[config.mk]
export PLATFORM = sky130hd
export DESIGN_NAME = banco_registros_sb
export DESIGN_NICKNAME = d
export VERILOG_FILES = /design/src/rtl/regfile_pkg.sv /design/src/rtl/rf_scoreboard.sv /design/src/rtl/banco_registros_sb.sv
export SDC_FILE = /design/constraint.sdc
export NUM_CORES = 2
export LEC_CHECK = 0
export CAP_MARGIN = 0
export CORE_AREA = 2 2 399 302
export DETAILED_ROUTE_END_ITERATION = 6
export DIE_AREA = 0 0 401 304
export HOLD_SLACK_MARGIN = 0.08
export PLACE_DENSITY_LB_ADDON = 0.15
export SLEW_MARGIN = 20
export SYNTH_ARGS = -nofsm -noshare
export SYNTH_HDL_FRONTEND = slang
export SYNTH_SLANG_ARGS = --single-unit
export TNS_END_PERCENT = 20
[constraint.sdc]
create_clock -name clk -period 6.55 [get_ports clk]
set_input_delay 1.965 -clock clk [delete_from_list [all_inputs] [get_ports clk]]
set_output_delay 1.965 -clock clk [all_outputs]
set_load 0.02 [all_outputs]
[src/rtl/regfile_pkg.sv]
// rtl/regfile_pkg.sv - shared defaults and helpers for the scoreboarded register bank
package regfile_pkg;

  localparam int DEF_DATA_W = 32;
  localparam int DEF_ADDR_W = 5;
  localparam int POP_MAX    = 256;

  function automatic int clog2(input int value);
    int r;
    r = 0;
    while ((1 << r) < value) r++;
    return r;
  endfunction

  // Callers size-cast narrower vectors up to POP_MAX before counting.
  function automatic int popcount(input logic [POP_MAX-1:0] v);
    int n;
    n = 0;
    for (int i = 0; i < POP_MAX; i++) n += int'(v[i]);
    return n;
  endfunction

endpackage

[src/rtl/rf_scoreboard.sv]
// rtl/rf_scoreboard.sv - per-register pending bits with set-over-clear priority and popcount
module rf_scoreboard
  import regfile_pkg::*;
#(
  parameter int ADDR_W   = DEF_ADDR_W,
  parameter int ZERO_REG = 1
) (
  input  logic                clk,
  input  logic                rst_n,
  input  logic                rsv,
  input  logic [ADDR_W-1:0]   rsv_a,
  input  logic                we,
  input  logic [ADDR_W-1:0]   wa,
  output logic [2**ADDR_W-1:0] pend,
  output logic [ADDR_W:0]     nbusy
);

  localparam int DEPTH = 2**ADDR_W;

  logic [DEPTH-1:0] pend_next;

  // A new producer supersedes the one completing in the same cycle.
  always_comb begin
    pend_next = pend;
    for (int i = 0; i < DEPTH; i++) begin
      if (rsv && (rsv_a == ADDR_W'(i)))
        pend_next[i] = 1'b1;
      else if (we && (wa == ADDR_W'(i)))
        pend_next[i] = 1'b0;
    end
    if (ZERO_REG != 0)
      pend_next[0] = 1'b0;
  end

  always_ff @(posedge clk or negedge rst_n) begin
    if (!rst_n) begin
      pend  <= '0;
      nbusy <= '0;
    end else begin
      pend  <= pend_next;
      nbusy <= (ADDR_W+1)'(popcount(POP_MAX'(pend_next)));
    end
  end

endmodule

[src/rtl/banco_registros_sb.sv]
// rtl/banco_registros_sb.sv - multi-port register bank with zero register, forwarding and scoreboard
module banco_registros_sb
  import regfile_pkg::*;
#(
  parameter int DATA_W   = DEF_DATA_W,
  parameter int ADDR_W   = DEF_ADDR_W,
  parameter int N_RD     = 2,
  parameter int ZERO_REG = 1,
  parameter int BYPASS   = 1
) (
  input  logic                     clk,
  input  logic                     rst_n,
  input  logic [N_RD*ADDR_W-1:0]   ra,
  output logic [N_RD*DATA_W-1:0]   dr,
  output logic [N_RD-1:0]          rbusy,
  input  logic                     we,
  input  logic [ADDR_W-1:0]        wa,
  input  logic [DATA_W-1:0]        wd,
  input  logic                     rsv,
  input  logic [ADDR_W-1:0]        rsv_a,
  output logic [2**ADDR_W-1:0]     pend,
  output logic [ADDR_W:0]          nbusy
);

  localparam int DEPTH = 2**ADDR_W;

  logic [DATA_W-1:0] banco [DEPTH];
  logic              wr_ok;

  assign wr_ok = we && !((ZERO_REG != 0) && (wa == '0));

  always_ff @(posedge clk or negedge rst_n) begin
    if (!rst_n) begin
      for (int i = 0; i < DEPTH; i++) banco[i] <= '0;
    end else if (wr_ok) begin
      banco[wa] <= wd;
    end
  end

  rf_scoreboard #(
    .ADDR_W   (ADDR_W),
    .ZERO_REG (ZERO_REG)
  ) u_sb (
    .clk   (clk),
    .rst_n (rst_n),
    .rsv   (rsv),
    .rsv_a (rsv_a),
    .we    (we),
    .wa    (wa),
    .pend  (pend),
    .nbusy (nbusy)
  );

  for (genvar k = 0; k < N_RD; k++) begin : g_rd
    logic [ADDR_W-1:0] ra_k;
    logic              fwd;
    logic              rsv_hit;

    assign ra_k    = ra[k*ADDR_W +: ADDR_W];
    assign fwd     = (BYPASS != 0) && we && (wa == ra_k);
    assign rsv_hit = rsv && (rsv_a == ra_k);

    // Reset gating keeps a stray write strobe from forwarding while rst_n is low.
    always_comb begin
      dr[k*DATA_W +: DATA_W] = banco[ra_k];
      rbusy[k]               = pend[ra_k];
      if (!rst_n) begin
        dr[k*DATA_W +: DATA_W] = '0;
        rbusy[k]               = 1'b0;
      end else if ((ZERO_REG != 0) && (ra_k == '0)) begin
        dr[k*DATA_W +: DATA_W] = '0;
        rbusy[k]               = 1'b0;
      end else if (fwd) begin
        dr[k*DATA_W +: DATA_W] = wd;
        if (!rsv_hit) rbusy[k] = 1'b0;
      end
    end
  end

endmodule

Word-level counts from Yosys, hierarchy flattened
Cells that the tools add are included.
- register bits: 1061
- ROM bits: 0
- latch bits: 0
- output and inout port bits: 104
- RAM bits: 0
- memories kept: 0
- input bits: 56
- reductions and logical operators: 72
- multipliers: 0
- bitwise logic cells: 3
- muxes and demuxes: 89
- shift operators: 0
- add/subtract/negate cells: 30
- eq/ne operators: 66
- order comparisons: 6
- divide/modulo/power cells: 0
- operators by type and width (cell ; count):
    $bwmux W1024 ; 1
    $mux W32 ; 11
    $bmux W32 S5 ; 2
    $add A6 B2 Y6 ; 29
    $demux W32 S5 ; 1
    $eq A5 B5 Y1 const B ; 32
    $eq A5 B4 Y1 const B ; 16
    $mux W1 ; 72
    $logic_and A1 B1 Y1 ; 68
    $eq A5 B3 Y1 const B ; 8
    $eq A5 B2 Y1 const B ; 4
    $eq A5 B5 Y1 ; 4
    $ge A6 B6 Y1 const B ; 3
    $not A5 Y6 ; 3
    $logic_not A5 Y1 ; 3
    $lt A5 B6 Y1 const B ; 2
    $bmux W1 S5 ; 2
    $eq A5 B1 Y1 const B ; 2
    $lt A6 B1 Y1 const B ; 1
    $add A1 B1 Y2 ; 1
    $logic_not A1 Y1 ; 1

Logic depth before layout (Yosys ltp)
- depth after elaboration: 34
- mapped depth: 24
- depth with buffers taken out: 22

Modules after synthesis
Synthesis repeated with hierarchy kept, for this count alone.
- cells, all modules: 4243
- area total of the unflattened synthesis: 58712.6 um2
- modules (own cells, without submodules) (module ; times used ; cells an instance ; area each (um2)):
    banco_registros_sb ; 1 ; 4004 ; 56232.7
    rf_scoreboard ; 1 ; 239 ; 2479.9

Worst setup path before layout
No wires, ideal clock.
- path kind: input -> register
- start: input port we
- end: register u_sb.nbusy[4]
- cell stages on the path: 24
- data arrival time: 7.317 ns
- path slack: -0.889 ns
- required time: 6.427 ns
- cells stage by stage: clkbuf_1 -> nand2_1 -> nor2_1 -> nand2_1 -> clkbuf_1 -> a22o_1 -> ha_1 -> inv_1 -> fa_1 -> fa_1 -> fa_1 -> fa_1 -> inv_1 -> fa_1 -> inv_1 -> fa_1 -> inv_1 -> ha_1 -> inv_1 -> fa_1 -> inv_1 -> a21o_1 -> a21oi_1 -> xnor2_1
- longest elaborated chain between the ends: 33
- elaborated cells between the ends (all ways): 123
- RTL lines (element ; line ; source):
    from (decl) ; banco_registros_sb.sv:16 ; input logic we,
    $logic_and A1 B1 Y1 ; rf_scoreboard.sv:28 ; else if (we && (wa == ADDR_W'(i)))
    $mux W1 ; rf_scoreboard.sv:28 ;
    $mux W1 ; rf_scoreboard.sv:26 ; if (rsv && (rsv_a == ADDR_W'(i)))
    via u_sb.pend_next[2] ; rf_scoreboard.sv:20 ; logic [DEPTH-1:0] pend_next;
    $add A1 B1 Y2 ; regfile_pkg.sv:19 ; for (int i = 0; i < POP_MAX; i++) n += int'(v[i]);
    $add A6 B2 Y6 (29 in a row) ; regfile_pkg.sv:19 ;
    to (signal assigned) ; rf_scoreboard.sv:41 ; nbusy <= (ADDR_W+1)'(popcount(POP_MAX'(pend_next)));
    to (decl) ; rf_scoreboard.sv:15 ; output logic [ADDR_W:0] nbusy
The timed path passes the listed nets, and every way through them passes these cells.
A chain may end at the register's enable or synchronous reset.

Worst setup path in the final report
- start: input port ra[4]
- end: output port dr[25]
- longest elaborated chain between the ends: 7
- elaborated cells between the ends (all ways): 10
- RTL lines (element ; line ; source):
    from (decl) ; banco_registros_sb.sv:13 ; input logic [N_RD*ADDR_W-1:0] ra,
    $not A5 Y6 (not written as such) ; banco_registros_sb.sv:65 ; dr[k*DATA_W +: DATA_W] = banco[ra_k];
    $bmux W32 S5 ; banco_registros_sb.sv:65 ;
    $mux W32 (not written as such) (2 in a row) ; banco_registros_sb.sv:65 ;
    $mux W32 ; banco_registros_sb.sv:73 ; end else if (fwd) begin
    $mux W32 * ; banco_registros_sb.sv:70 ; end else if ((ZERO_REG != 0) && (ra_k == '0)) begin
    $mux W32 * ; banco_registros_sb.sv:67 ; if (!rst_n) begin
    to (decl) ; banco_registros_sb.sv:14 ; output logic [N_RD*DATA_W-1:0] dr,
Every way passes the cells marked *; elsewhere a longest branch is shown, timed or not. The select of a mux whose other input is x is not followed.

==> metrics.csv <==
stage,metric,value,unit
run_status,status,finished clean,
timing,final setup vio count,0,
global_routing,largest net degree at the start of global routing,157,
timing,Worst-Margin Slew,1.15,ns
global_routing,vias in the first global route,41100,
placement,dpl hpwl,134000,µm
timing,Final min period,6.54,ns
power,Cell Pwr Density,340,mW/mm²
die,Chip Height,304,µm
cells_and_area,multi-input logic area,0.0300,mm²
worst_setup_path,CP dominant cell by count,buf_4,
global_routing,antenna violations before repair,6,
cells_and_area,"commonest non-fill, non-tap cells in the layout","mux2_2, dfrtp_1, buf_4",
cells_and_area,"commonest non-fill, non-tap cell in the layout",mux2_2,
global_routing,met3 usage,0.0785,
yosys,#FFs+latches synth,1061,
yosys,Synth Flop Type,dfrtp_1,
die,CORE AREA,0.119,mm²
drt,Remaining DRCs,0,
timing,Max-slew headroom,0.231,
timing,hold slack final,0.395,ns
power,Peak VDD IR,0.000630,V
worst_setup_path,"Slowest-stage cell, CP",clkdlybuf4s50_1,
timing,Max Clock Skew,0.00749,ns
global_routing,grt ovf,0,
drt,DR WL/cell,34.7,µm
cells_and_area,Post-layout nets,4620,
placement,Placer Congestion,0.929,
clock_tree,clock buffer depth,3,
global_routing,GR peak layer,met1,
cells_and_area,fill count,9588,
worst_setup_path,worst path buffer plus inverter count,5,
yosys,Synth Cell Area,0.0588,mm²
die,# IOs,160,
worst_setup_path,CP arrival,4.57,ns
worst_setup_path,CP max stage delay,0.53,ns
clock_tree,CTS root buf,clkbuf_16,
die,die width,401,µm
worst_setup_path,CP Capture Type,output port,
worst_setup_path,"CP delay by family, top",buffers and inverters,
yosys,syn avg cell area,13.8,µm²
yosys,asr flop ratio synth,1.00,
timing,Max Clk Rate,153,MHz
yosys,library cells used by synthesis,66,
die,num rows,110,
worst_setup_path,crit path launch type,input pin,
placement,number of port buffers,158,
cells_and_area,Post-Layout Cell Count,6191,
worst_setup_path,worst-path cell chain,"buf_4, buf_4, nand2_1, buf_4, o22ai_1, nor3_1, nor3_1, buf_4, nor2_1, clkdlybuf4s50_1",
worst_setup_path,worst-path maximum fanout,22,
clock_tree,"Reg clk slew, reported paths",0.06,ns
timing,max-slew violations,0,
timing,part of the cycle the worst path needs,0.998,
cells_and_area,register area,0.0266,mm²
clock_tree,TritonCTS clock tree,built,
drt,First DRT Iteration DRCs,4482,
drt,Vias,41600,
power,Leakage Power,30.4,nW
timing,final-report hold violation count,0,
drt,TritonRoute pass-1 iters,5,
yosys,Mapped Nets,4341,
drt,final WL,215000,µm
global_routing,GR met2 Demand/Resource,0.510,
clock_tree,CTS Sinks,1061,
yosys,Post-synth EDFFs,0,
placement,placed insts,5977,
worst_setup_path,Worst Path Required,4.59,ns
die,Initial Util,0.495,
global_routing,GR Util met1,0.518,
hold_path,Hold Path Class,reg -> reg,
yosys,post-synthesis cell count,4253,
cells_and_area,synthesis-to-layout area growth,16.9,%
worst_setup_path,Crit Path Class,in -> out,
global_routing,Total Routing Usage GR,0.350,
yosys,sequential fraction of the synthesis area,0.452,
die,die area,0.122,mm²
cells_and_area,layout cell share with drive strength beyond 1,0.487,
drt,post-route ant nets,0,
clock_tree,latest clock arrival within the worst-skew pair,0.73,ns
yosys,yosys warns,0,
global_routing,first-pass GRT wire length,308000,µm
clock_tree,total CTS buffers,111,
clock_tree,H-tree depth,3,
job,max_cap viols,0,
drt,vias per inst,6.72,
## logic make-up (layout without fill, tap and decap cells)
kind of cell / after synthesis / count (layout) / synth area share
AO/OA/AOI/OAI: 495 / 495 / 0.0584
buffers and inverters: 515 / 884 / 0.0448
adder cells (fa/ha/maj): 32 / 32 / 0.00975
flip-flops: 1061 / 1061 / 0.452
other: 1 / 2 / 0.0000638
XOR/XNOR: 23 / 23 / 0.00343
multiplexers: 1735 / 1735 / 0.398
AND/OR/NAND/NOR: 391 / 391 / 0.0340
## synth_stat cells (all sizes together) (19+ instances only)
cell type | n | area share
a2111oi | 19 | 0.0028
dfrtp | 1061 | 0.45
buf | 262 | 0.029
inv | 53 | 0.0034
nand3 | 23 | 0.0020
nor2 | 94 | 0.0061
a221o | 29 | 0.0049
nor3 | 67 | 0.0057
mux4 | 372 | 0.14
nand2 | 65 | 0.0042
fa | 23 | 0.0078
mux2 | 1096 | 0.21
nor2b | 49 | 0.0052
o21ai | 68 | 0.0058
mux2i | 267 | 0.045
a211oi | 39 | 0.0050
nand2b | 25 | 0.0027
a21oi | 85 | 0.0072
o22ai | 100 | 0.011
a22oi | 62 | 0.0079
clkbuf | 199 | 0.013
a221oi | 22 | 0.0033
## through the flow
stage	utilization	worst slack, ns	instance area (µm²)	power [W]	TNS (ns)
after global routing	0.579	-0.000695	68700	0.0245	-0.000695
final	0.579	0.0135	68700	0.0234	0
after CTS	0.578	-0.0123	68600	0.0234	-0.0236
after detailed placement	0.544	-1.04	64600	0.0164	-9.18
after global placement	0.544	-1.05	64600	0.0162	-9.23
after floorplan	-	-0.546	58900	0.0136	-1.96
## area by class of cell
| cell class | count | area share |
|---|---|---|
| Antenna cell | 1 | 0.0000364 |
| Multi-Input combinational cell | 2677 | 0.437 |
| Clock buffer | 167 | 0.0491 |
| Clock inverter | 36 | 0.00745 |
| Timing Repair Buffer | 627 | 0.0880 |
| Tap cell | 1568 | 0.0286 |
| Sequential cell | 1061 | 0.387 |
| Inverter | 54 | 0.00295 |
## power breakdown
part	internal, W	switching [W]
Sequential	0.00788	0.000990
Combinational	0.00426	0.00341
Clock	0.00401	0.00282
## timing repair
action                     in CTS  in global routing
pin swaps                      18                 25
resized for setup              47                 55
hold buffers                    0                  0
gates cloned                    0                  0
setup endpoints to repair      32                 16
setup buffers                   9                  4
## worst paths after layout
path / startpoint / endpoint / slack, ns / cells past startpoint
worst max-delay path: ra[4] / dr[25] / 0.01 / 10
worst min-delay path: banco[1023] / banco[1023] / 0.40 / 0
worst max register to register: u_sb.pend[2] / u_sb.nbusy[4] / 1.38 / 19
worst min register to register: banco[1023] / banco[1023] / 0.40 / 0
max in group asynchronous: rst_n / banco[49] / 2.77 / 4
min in group asynchronous: rst_n / u_sb.pend[7] / 1.07 / 1
## registers in the layout (all words and copies together) (netlist names)
register and cells:
banco 1024, u_sb.nbusy 6, u_sb.pend 31
## metal layers
| layer | wire, µm | up-vias |
|---|---|---|
| met5 | 44 | - |
| met4 | 8650 | 8 |
| met3 | 19800 | 466 |
| met2 | 93400 | 2014 |
| met1 | 93000 | 22300 |
| li1 | - | 16800 |
(Power assumes the default switching activity.)
